[config.mk]
export PLATFORM = sky130hd
export DESIGN_NAME = lmac_regrd_arbiter
export DESIGN_NICKNAME = d
export VERILOG_FILES = /design/src/rtl/lmac_regrd_arbiter.sv
export SDC_FILE = /design/constraint.sdc
export NUM_CORES = 1
export LEC_CHECK = 0
export CORE_AREA = 2 2 102 104
export DETAILED_ROUTE_END_ITERATION = 8
export DIE_AREA = 0 0 104 106
export PLACE_DENSITY_LB_ADDON = 0.15
export RECOVER_POWER = 25
export SETUP_SLACK_MARGIN = 0.4
export SYNTH_ARGS = -nofsm -noshare
export SYNTH_HDL_FRONTEND = slang
export SYNTH_SLANG_ARGS = --single-unit
[constraint.sdc]
create_clock -name clk -period 3.9 [get_ports clk]
set_input_delay 0.975 -clock clk [delete_from_list [all_inputs] [get_ports clk]]
set_output_delay 0.975 -clock clk [all_outputs]
set_load 0.005 [all_outputs]
[src/rtl/lmac_regrd_arbiter.sv]
// -----------------------------------------------------------------------------
// lmac_regrd_arbiter
//
// Shares the single-outstanding register read port of the LMAC between two
// requesters (e.g. host register bridge and statistics poller). Requests are
// arbitrated round-robin. One read is sequenced at a time: address latch,
// start pulse, wait for completion or timeout, then a one-cycle response to
// the winning requester.
//
// Ports
//   clk, rst_n                      clock, asynchronous active-low reset
//   reqN_valid / reqN_addr          request from requester N (held until ready)
//   reqN_ready                      request accepted this cycle (combinational)
//   reqN_rvalid/_rdata/_rerr        one-cycle response; data/err held until the
//                                   next response to that requester
//   host_addr_reg, reg_rd_start     registered address and start pulse to MAC
//   reg_rd_done_out, FMAC_REGDOUT   completion and read data from MAC
//   busy                            high whenever the FSM is not idle
//   timeout_cnt                     saturating count of timed-out reads
// -----------------------------------------------------------------------------
module lmac_regrd_arbiter #(
  parameter int          TIMEOUT  = 1024,
  parameter logic [31:0] ERR_DATA = 32'hDEAD_BEEF
) (
  input  logic        clk,
  input  logic        rst_n,
  input  logic        req0_valid,
  input  logic [15:0] req0_addr,
  output logic        req0_ready,
  output logic        req0_rvalid,
  output logic [31:0] req0_rdata,
  output logic        req0_rerr,
  input  logic        req1_valid,
  input  logic [15:0] req1_addr,
  output logic        req1_ready,
  output logic        req1_rvalid,
  output logic [31:0] req1_rdata,
  output logic        req1_rerr,
  output logic [15:0] host_addr_reg,
  output logic        reg_rd_start,
  input  logic        reg_rd_done_out,
  input  logic [31:0] FMAC_REGDOUT,
  output logic        busy,
  output logic [7:0]  timeout_cnt
);

  localparam int             CW       = $clog2(TIMEOUT + 1);
  localparam logic [CW-1:0]  CNT_LAST = CW'(TIMEOUT - 1);

  typedef enum logic [1:0] {
    S_IDLE  = 2'd0,
    S_START = 2'd1,
    S_WAIT  = 2'd2,
    S_RESP  = 2'd3
  } state_t;

  state_t        state_q, state_d;
  logic          last_grant_q, last_grant_d;
  logic          gnt_q, gnt_d;
  logic [15:0]   host_addr_q, host_addr_d;
  logic          rd_start_q, rd_start_d;
  logic [CW-1:0] wait_cnt_q, wait_cnt_d;
  logic [7:0]    timeout_cnt_q, timeout_cnt_d;

  logic [1:0]    req_valid;
  logic [1:0]    req_ready;
  logic          any_valid;
  logic          grant;
  logic          accept;

  // Response produced when leaving WAIT; routed per requester below.
  logic          resp_fire;
  logic [31:0]   resp_data;
  logic          resp_err;

  logic [1:0]    rvalid_o;
  logic [1:0]    rerr_o;
  logic [31:0]   rdata_o [2];

  assign req_valid = {req1_valid, req0_valid};
  assign any_valid = |req_valid;

  // On a tie the requester that did not win last time is granted; with a
  // single requester valid, that one is granted (index of the valid bit).
  assign grant  = (req_valid == 2'b11) ? ~last_grant_q : ~req_valid[0];
  assign accept = (state_q == S_IDLE) && any_valid;

  always_comb begin
    state_d       = state_q;
    last_grant_d  = last_grant_q;
    gnt_d         = gnt_q;
    host_addr_d   = host_addr_q;
    rd_start_d    = 1'b0;
    wait_cnt_d    = wait_cnt_q;
    timeout_cnt_d = timeout_cnt_q;
    resp_fire     = 1'b0;
    resp_data     = FMAC_REGDOUT;
    resp_err      = 1'b0;

    case (state_q)
      S_IDLE: begin
        if (accept) begin
          state_d      = S_START;
          gnt_d        = grant;
          last_grant_d = grant;
          host_addr_d  = grant ? req1_addr : req0_addr;
          // Registered start pulse: high exactly during the START cycle.
          rd_start_d   = 1'b1;
        end
      end
      S_START: begin
        wait_cnt_d = '0;
        state_d    = S_WAIT;
      end
      S_WAIT: begin
        // Completion is checked first so a done on the final wait cycle
        // still returns MAC data rather than an error.
        if (reg_rd_done_out) begin
          resp_fire = 1'b1;
          resp_data = FMAC_REGDOUT;
          state_d   = S_RESP;
        end else if (wait_cnt_q == CNT_LAST) begin
          resp_fire = 1'b1;
          resp_data = ERR_DATA;
          resp_err  = 1'b1;
          if (timeout_cnt_q != 8'hFF) begin
            timeout_cnt_d = timeout_cnt_q + 8'd1;
          end
          state_d   = S_RESP;
        end else begin
          wait_cnt_d = wait_cnt_q + 1'b1;
        end
      end
      S_RESP: begin
        state_d = S_IDLE;
      end
      default: begin
        state_d = S_IDLE;
      end
    endcase
  end

  always_ff @(posedge clk or negedge rst_n) begin
    if (!rst_n) begin
      state_q       <= S_IDLE;
      last_grant_q  <= 1'b1;
      gnt_q         <= 1'b0;
      host_addr_q   <= '0;
      rd_start_q    <= 1'b0;
      wait_cnt_q    <= '0;
      timeout_cnt_q <= '0;
    end else begin
      state_q       <= state_d;
      last_grant_q  <= last_grant_d;
      gnt_q         <= gnt_d;
      host_addr_q   <= host_addr_d;
      rd_start_q    <= rd_start_d;
      wait_cnt_q    <= wait_cnt_d;
      timeout_cnt_q <= timeout_cnt_d;
    end
  end

  // Per-requester ready and response registers. Data/err of a requester are
  // only overwritten by a response addressed to that requester.
  for (genvar gi = 0; gi < 2; gi++) begin : g_req
    logic        rvalid_q, rvalid_d;
    logic        rerr_q, rerr_d;
    logic [31:0] rdata_q, rdata_d;

    assign req_ready[gi] = accept && (grant == 1'(gi));

    always_comb begin
      rvalid_d = resp_fire && (gnt_q == 1'(gi));
      rdata_d  = rdata_q;
      rerr_d   = rerr_q;
      if (rvalid_d) begin
        rdata_d = resp_data;
        rerr_d  = resp_err;
      end
    end

    always_ff @(posedge clk or negedge rst_n) begin
      if (!rst_n) begin
        rvalid_q <= 1'b0;
        rerr_q   <= 1'b0;
        rdata_q  <= '0;
      end else begin
        rvalid_q <= rvalid_d;
        rerr_q   <= rerr_d;
        rdata_q  <= rdata_d;
      end
    end

    assign rvalid_o[gi] = rvalid_q;
    assign rerr_o[gi]   = rerr_q;
    assign rdata_o[gi]  = rdata_q;
  end

  assign req0_ready    = req_ready[0];
  assign req1_ready    = req_ready[1];
  assign req0_rvalid   = rvalid_o[0];
  assign req1_rvalid   = rvalid_o[1];
  assign req0_rdata    = rdata_o[0];
  assign req1_rdata    = rdata_o[1];
  assign req0_rerr     = rerr_o[0];
  assign req1_rerr     = rerr_o[1];
  assign host_addr_reg = host_addr_q;
  assign reg_rd_start  = rd_start_q;
  assign busy          = (state_q != S_IDLE);
  assign timeout_cnt   = timeout_cnt_q;

endmodule
==> impl_metrics.json, run 1 <==
{
  "synth_mux_area_share_pct": 0.776,
  "post_drt_wl_per_cell_um": 17.0,
  "grt_max_degree": 63,
  "post_cts_buffers": 0,
  "ys.flop_type": "dfrtp_1",
  "period_needed_ns": 3.35,
  "setup_violations": 0,
  "synth_edf_count": 0,
  "port_buffers": 164,
  "vias": 3388,
  "finalWirelength_um": 10700,
  "slew_headroom_pct": -1.85,
  "ff2ff_path_depth": 5,
  "antenna_found_initial": 0,
  "max_freq_ghz": 0.299,
  "synth.top_cell.area_share_pct": 61.5,
  "clock_latency_ns": 0.36,
  "p_comb_share_pct": 43.5,
  "r2r_setup_slack_ns": 1.65,
  "synthesis.nets": 403,
  "hold_path_depth": 1,
  "worst_pin_slew_ns": 1.53,
  "power_mw": 4.31,
  "finalMaxSlewViolations": 63,
  "grt_overflow": 0,
  "dpl.hpwl_um": 7610,
  "netlist_area_um2": 4360,
  "syn_area_per_cell_um2": 13.3,
  "critical_path_required_ns": 2.92,
  "htreeDepth": 3,
  "synth_top_family_by_area": "compound AO/OA/AOI/OAI gates",
  "drive_gt1_share_pct": 8.03,
  "drv_cap": 1,
  "whs_endpoint": "req0_rerr",
  "finalWorstSetupSlack_ns": 0.554,
  "async_flop_share_pct": 100,
  "critPathMaxFanout": 5,
  "syn_inst": 328,
  "cts_root_buf": "clkbuf_8",
  "cts_sinks": 108,
  "r2r_start": "wait_cnt_q[0]",
  "core_um2": 10000,
  "synth-compound-area-share_pct": 21.6,
  "synth-simple-area-share_pct": 7.73,
  "synth_area_leaders": "dfrtp_1 (61%), o22a_1 (9.7%), a222oi_1 (3.7%)",
  "powerDensity_nw_per_um2": 687,
  "dieArea_um2": 11000,
  "die_h_um": 106,
  "r2r_end": "state_q[1]",
  "track_usage_pct": 20.1,
  "switchingPower_mw": 1.30,
  "cts_resized": 0,
  "initialDrtViolationCount": 202,
  "start_util_pct": 43.6,
  "hold_viol": 0,
  "criticalPathCategory": "in -> out",
  "synthAdderAreaFrac_pct": 1.72,
  "fin_crit_sh_pct": 85.8,
  "syn_to_final_growth_pct": 44.1,
  "synth-seq-area-share_pct": 62.1,
  "tns_ns": 0,
  "seqPwrFrac_pct": 42.3,
  "clk_path_buf_depth": 2,
  "ys_ff_latch": 108,
  "crit_arrival_ns": 2.37,
  "synthXorXnorAreaFrac_pct": 1.41,
  "gp_congestion": 0.760,
  "grt_first_pass_wirelength_um": 17600,
  "num_io_pins": 165,
  "vdd_drop_max_uv": 348,
  "cts_buffers": 9,
  "pre_cts_ws_ns": 0.548,
  "drc": 0,
  "dr.pass1.iters": 5,
  "holdWs_ns": 0.500,
  "p_int_mw": 3.02,
  "synth_cell_types": 53,
  "viasPerCell": 5.34,
  "start_kind": "input port",
  "clock_skew_ns": 0.0127,
  "hold_path.class": "reg -> reg",
  "nets": 568,
  "clk_pin_slew_worst_paths_ns": 0.10,
  "status": "finished with violations",
  "p_sw_share_pct": 30.1,
  "rsz0062_at_grt": "no",
  "holdBufCountCts": 0,
  "rows": 37,
  "yosysWarnings": 0,
  "yosysTopAreaCell": "dfrtp_1",
  "synth.most_common_cell": "dfrtp_1",
  "violations": "capacitance limit, slew limit",
  "grt_pass1_vias": 3433,
  "synthTopCellsByCount": "dfrtp_1 (107), o22a_1 (48), inv_1 (25)",
  "clockPowerShare_pct": 14.3,
  "cts_tree": "built",
  "end_kind": "output port",
  "antennaDiodeCount": 0,
  "ant_nets": 0,
  "die-width_um": 104,
  "leakagePower_nw": 2.71,
  "min-delay-start": "req0_rerr"
}
==> power by group through the flow <==
stage | clock, mW | sequential [mW] | combinational [mW]
finish | 0.615 | 1.82 | 1.87
global route | 0.693 | 1.88 | 2.03
CTS | 0.641 | 1.82 | 1.90
detailed placement | 0 | 1.84 | 1.90
global placement | 0 | 1.83 | 1.86
floorplan | 0 | 1.85 | 0.783
==> worst max-delay path, stage by stage <==
cell and delay, ns:
clkdlybuf4s50_1 0.56, nand2_1 0.08, a21oi_1 0.21, clkdlybuf4s50_1 0.55
==> placed cells by master, fill, tap and decap left out, types with 4 or more instances in the layout <==
cell type and n:
xor2_1 7, o22a_1 48, clkbuf_8 9, o21ai_0 4, a222oi_1 16, a22o_1 16
nand2_1 11, clkdlybuf4s50_1 163, dfrtp_1 107, nand3_1 8, inv_1 25, a21oi_1 4
nor2_1 6, ha_1 6, o211ai_1 4, buf_4 5
==> logic make-up (layout without fill, tap and decap cells) <==
family,Yosys count,count (layout)
AO/OA/AOI/OAI,109,109
flip-flops,108,108
AND/OR/NAND/NOR,52,52
buffers and inverters,43,213
XOR/XNOR,7,7
adder cells (fa/ha/maj),6,6
multiplexers,3,3
==> worst max-delay path by stage <==
stage / from / end / slack (ns)
2_1_floorplan: req0_valid / req0_ready / 1.33
3_3_place_gp: req0_valid / req0_ready / 0.54
3_5_place_dp: req0_valid / req0_ready / 0.55
4_1_cts: req0_valid / req0_ready / 0.53
5_1_grt: req0_valid / req0_ready / 0.43
6_report: req0_valid / req0_ready / 0.55
==> layer usage <==
layer,GRT usage (%),share of wire (%)
met2,33.2,47
met5,0,0
met1,26.2,45
met3,5.89,6.6
met4,5.21,0.74
==> cell type report <==
type	instances	area, um2
Tap cell	136	170
Fill cell	827	3720
Multi-Input combinational cell	177	1450
Clock buffer	10	128
Sequential cell	108	2700
Inverter	27	101
Clock inverter	6	47.5
Timing Repair Buffer	170	1680
==> per-stage QoR <==
| step | instances | cell area, um2 | util (%) |
|---|---|---|---|
| 2_1_floorplan | 328 | 4360 | - |
| 3_3_place_gp | 618 | 6110 | 61.1 |
| 3_5_place_dp | 618 | 6110 | 61.1 |
| 4_1_cts | 634 | 6280 | 62.8 |
| 5_1_grt | 634 | 6270 | 62.8 |
| 6_report | 634 | 6270 | 62.8 |
Note: power is estimated with default switching activity, not from simulation.
==> run 2: changes to the inputs <==
GPL_ROUTABILITY_DRIVEN = 0   (was unset)
==> results of run 2 <==
No change in the layout: final DEF, timing and power equal those of run 1.
==> run 3: changes to the inputs <==
CORE_AREA = 2 2 108 110   (was 2 2 102 104)
CTS_CLUSTER_SIZE = 24   (was unset)
DIE_AREA = 0 0 110 112   (was 0 0 104 106)
clock period = 3 ns   (was 3.9 ns; I/O delays follow)
==> impl_metrics.json, run 3 (synthesis gave the netlist of run 1 again) <==
{
  "grt_pass1_vias": 3476,
  "nets": 570,
  "grt_overflow": 0,
  "cts_buffers": 9,
  "clock_latency_ns": 0.35,
  "nFillCells": 970,
  "start_kind": "input port",
  "worst_path_dominant_cell_family": "buffers and inverters",
  "crit_chain": "clkdlybuf4s50_1, nand2_1, a21oi_2, dlygate4sd2_1",
  "dr.pass1.iters": 5,
  "track_usage_pct": 18.6,
  "htreeDepth": 3,
  "grt_max_degree": 35,
  "rows": 39,
  "hold_path.class": "reg -> reg",
  "dieArea_um2": 12300,
  "drv_cap": 1,
  "cts_sinks": 108,
  "die_h_um": 112,
  "layout_commonest_cell": "clkdlybuf4s50_1",
  "antenna_found_initial": 0,
  "multi_input_area_um2": 1460,
  "final_cell_mix": "clkdlybuf4s50_1 (160), dfrtp_1 (107), o22a_1 (48), inv_1 (25)",
  "hold_viol": 0,
  "leakagePower_nw": 2.79,
  "rsz0062_at_grt": "no",
  "ant_nets": 0,
  "viasPerCell": 5.37,
  "syn_to_final_growth_pct": 47.9,
  "dpl.hpwl_um": 8030,
  "start_util_pct": 39.0,
  "r2r_start": "wait_cnt_q[0]",
  "powerDensity_nw_per_um2": 939,
  "crit_arrival_ns": 1.72,
  "min-delay-start": "req0_rerr",
  "critPathMaxFanout": 2,
  "r2r_end": "state_q[1]",
  "finalWorstSetupSlack_ns": 0.531,
  "num_io_pins": 165,
  "drive_gt1_share_pct": 8.80,
  "instances_no_fill": 643,
  "register_area_um2": 2700,
  "worst_pin_slew_ns": 1.79,
  "finalMaxSlewViolations": 35,
  "violations": "capacitance limit, slew limit",
  "fin_crit_sh_pct": 82.3,
  "ff2ff_path_depth": 5,
  "end_kind": "output port",
  "status": "finished with violations",
  "period_needed_ns": 2.47,
  "slew_headroom_pct": -19.6,
  "power_mw": 6.05,
  "holdWs_ns": 0.495,
  "max_freq_ghz": 0.405,
  "finalWirelength_um": 11200,
  "grt_first_pass_wirelength_um": 17800,
  "port_buffers": 164,
  "clk_pin_slew_worst_paths_ns": 0.07,
  "post_drt_wl_per_cell_um": 17.4,
  "worst_path_largest_cell_delay_ns": 0.47,
  "dp.cells": 627,
  "r2r_setup_slack_ns": 0.71,
  "pre_cts_ws_ns": 0.155,
  "hold_path_depth": 1,
  "holdBufCountCts": 0,
  "cts_root_buf": "clkbuf_16",
  "critical_path_required_ns": 2.25,
  "clock_skew_ns": 0.00887,
  "setup_violations": 0,
  "antennaDiodeCount": 0,
  "clk_path_buf_depth": 2,
  "vdd_drop_max_uv": 392,
  "vias": 3450,
  "criticalPathCategory": "in -> out",
  "tns_ns": 0,
  "initialDrtViolationCount": 218,
  "whs_endpoint": "req0_rerr",
  "critPathBufInv": 2,
  "drc": 0,
  "cts_tree": "built",
  "critPathSlowestCell": "clkdlybuf4s50_1",
  "die-width_um": 110,
  "core_um2": 11200
}
run 3: power breakdown:
part	total (mW)	switching, mW	internal, mW
logic	2.45	0.878	1.57
clock network	1.21	0.534	0.677
registers	2.39	0.343	2.04
run 3: layout make-up:
cell class              instances  area share (%)
flip-flops and latches        108            42.0
multi-input cells             177            22.6
well taps                     143            2.78
clock buffers                  10            3.71
inverters                      27            1.57
clock inverters                 6            1.11
repair buffers                172            26.2
run 3: metal layers:
layer	track usage [%]	vias to the layer above	routed length, um
met5	0	-	0
met4	5.32	0	130
met3	5.91	8	954
met2	30.0	137	5320
met1	24.0	1717	4790
li1	-	1588	-
run 3: metrics by stage:
| stage | utilization (%) | area [um2] |
|---|---|---|
| 6_report | 57.6 | 6440 |
| 5_1_grt | 57.6 | 6440 |
| 4_1_cts | 57.7 | 6450 |
| 2_1_floorplan | - | 4360 |
| 3_3_place_gp | 54.9 | 6130 |
| 3_5_place_dp | 54.9 | 6130 |
run 3: worst max path at each step:
stage | cells past startpoint | start | to
after floorplan | 3 | req0_valid | req0_ready
after global placement | 4 | req1_valid | req1_ready
after detailed placement | 4 | req0_valid | req0_ready
after CTS | 4 | req0_valid | req0_ready
after global routing | 2 | rst_n | last_grant_q
final | 4 | req0_valid | req0_ready
run 3: timing repair:
| action | CTS | global route |
|---|---|---|
| buffers inserted | 0 | 0 |
| gates resized for setup | 5 | 0 |
| setup endpoints to repair | 2 | 0 |
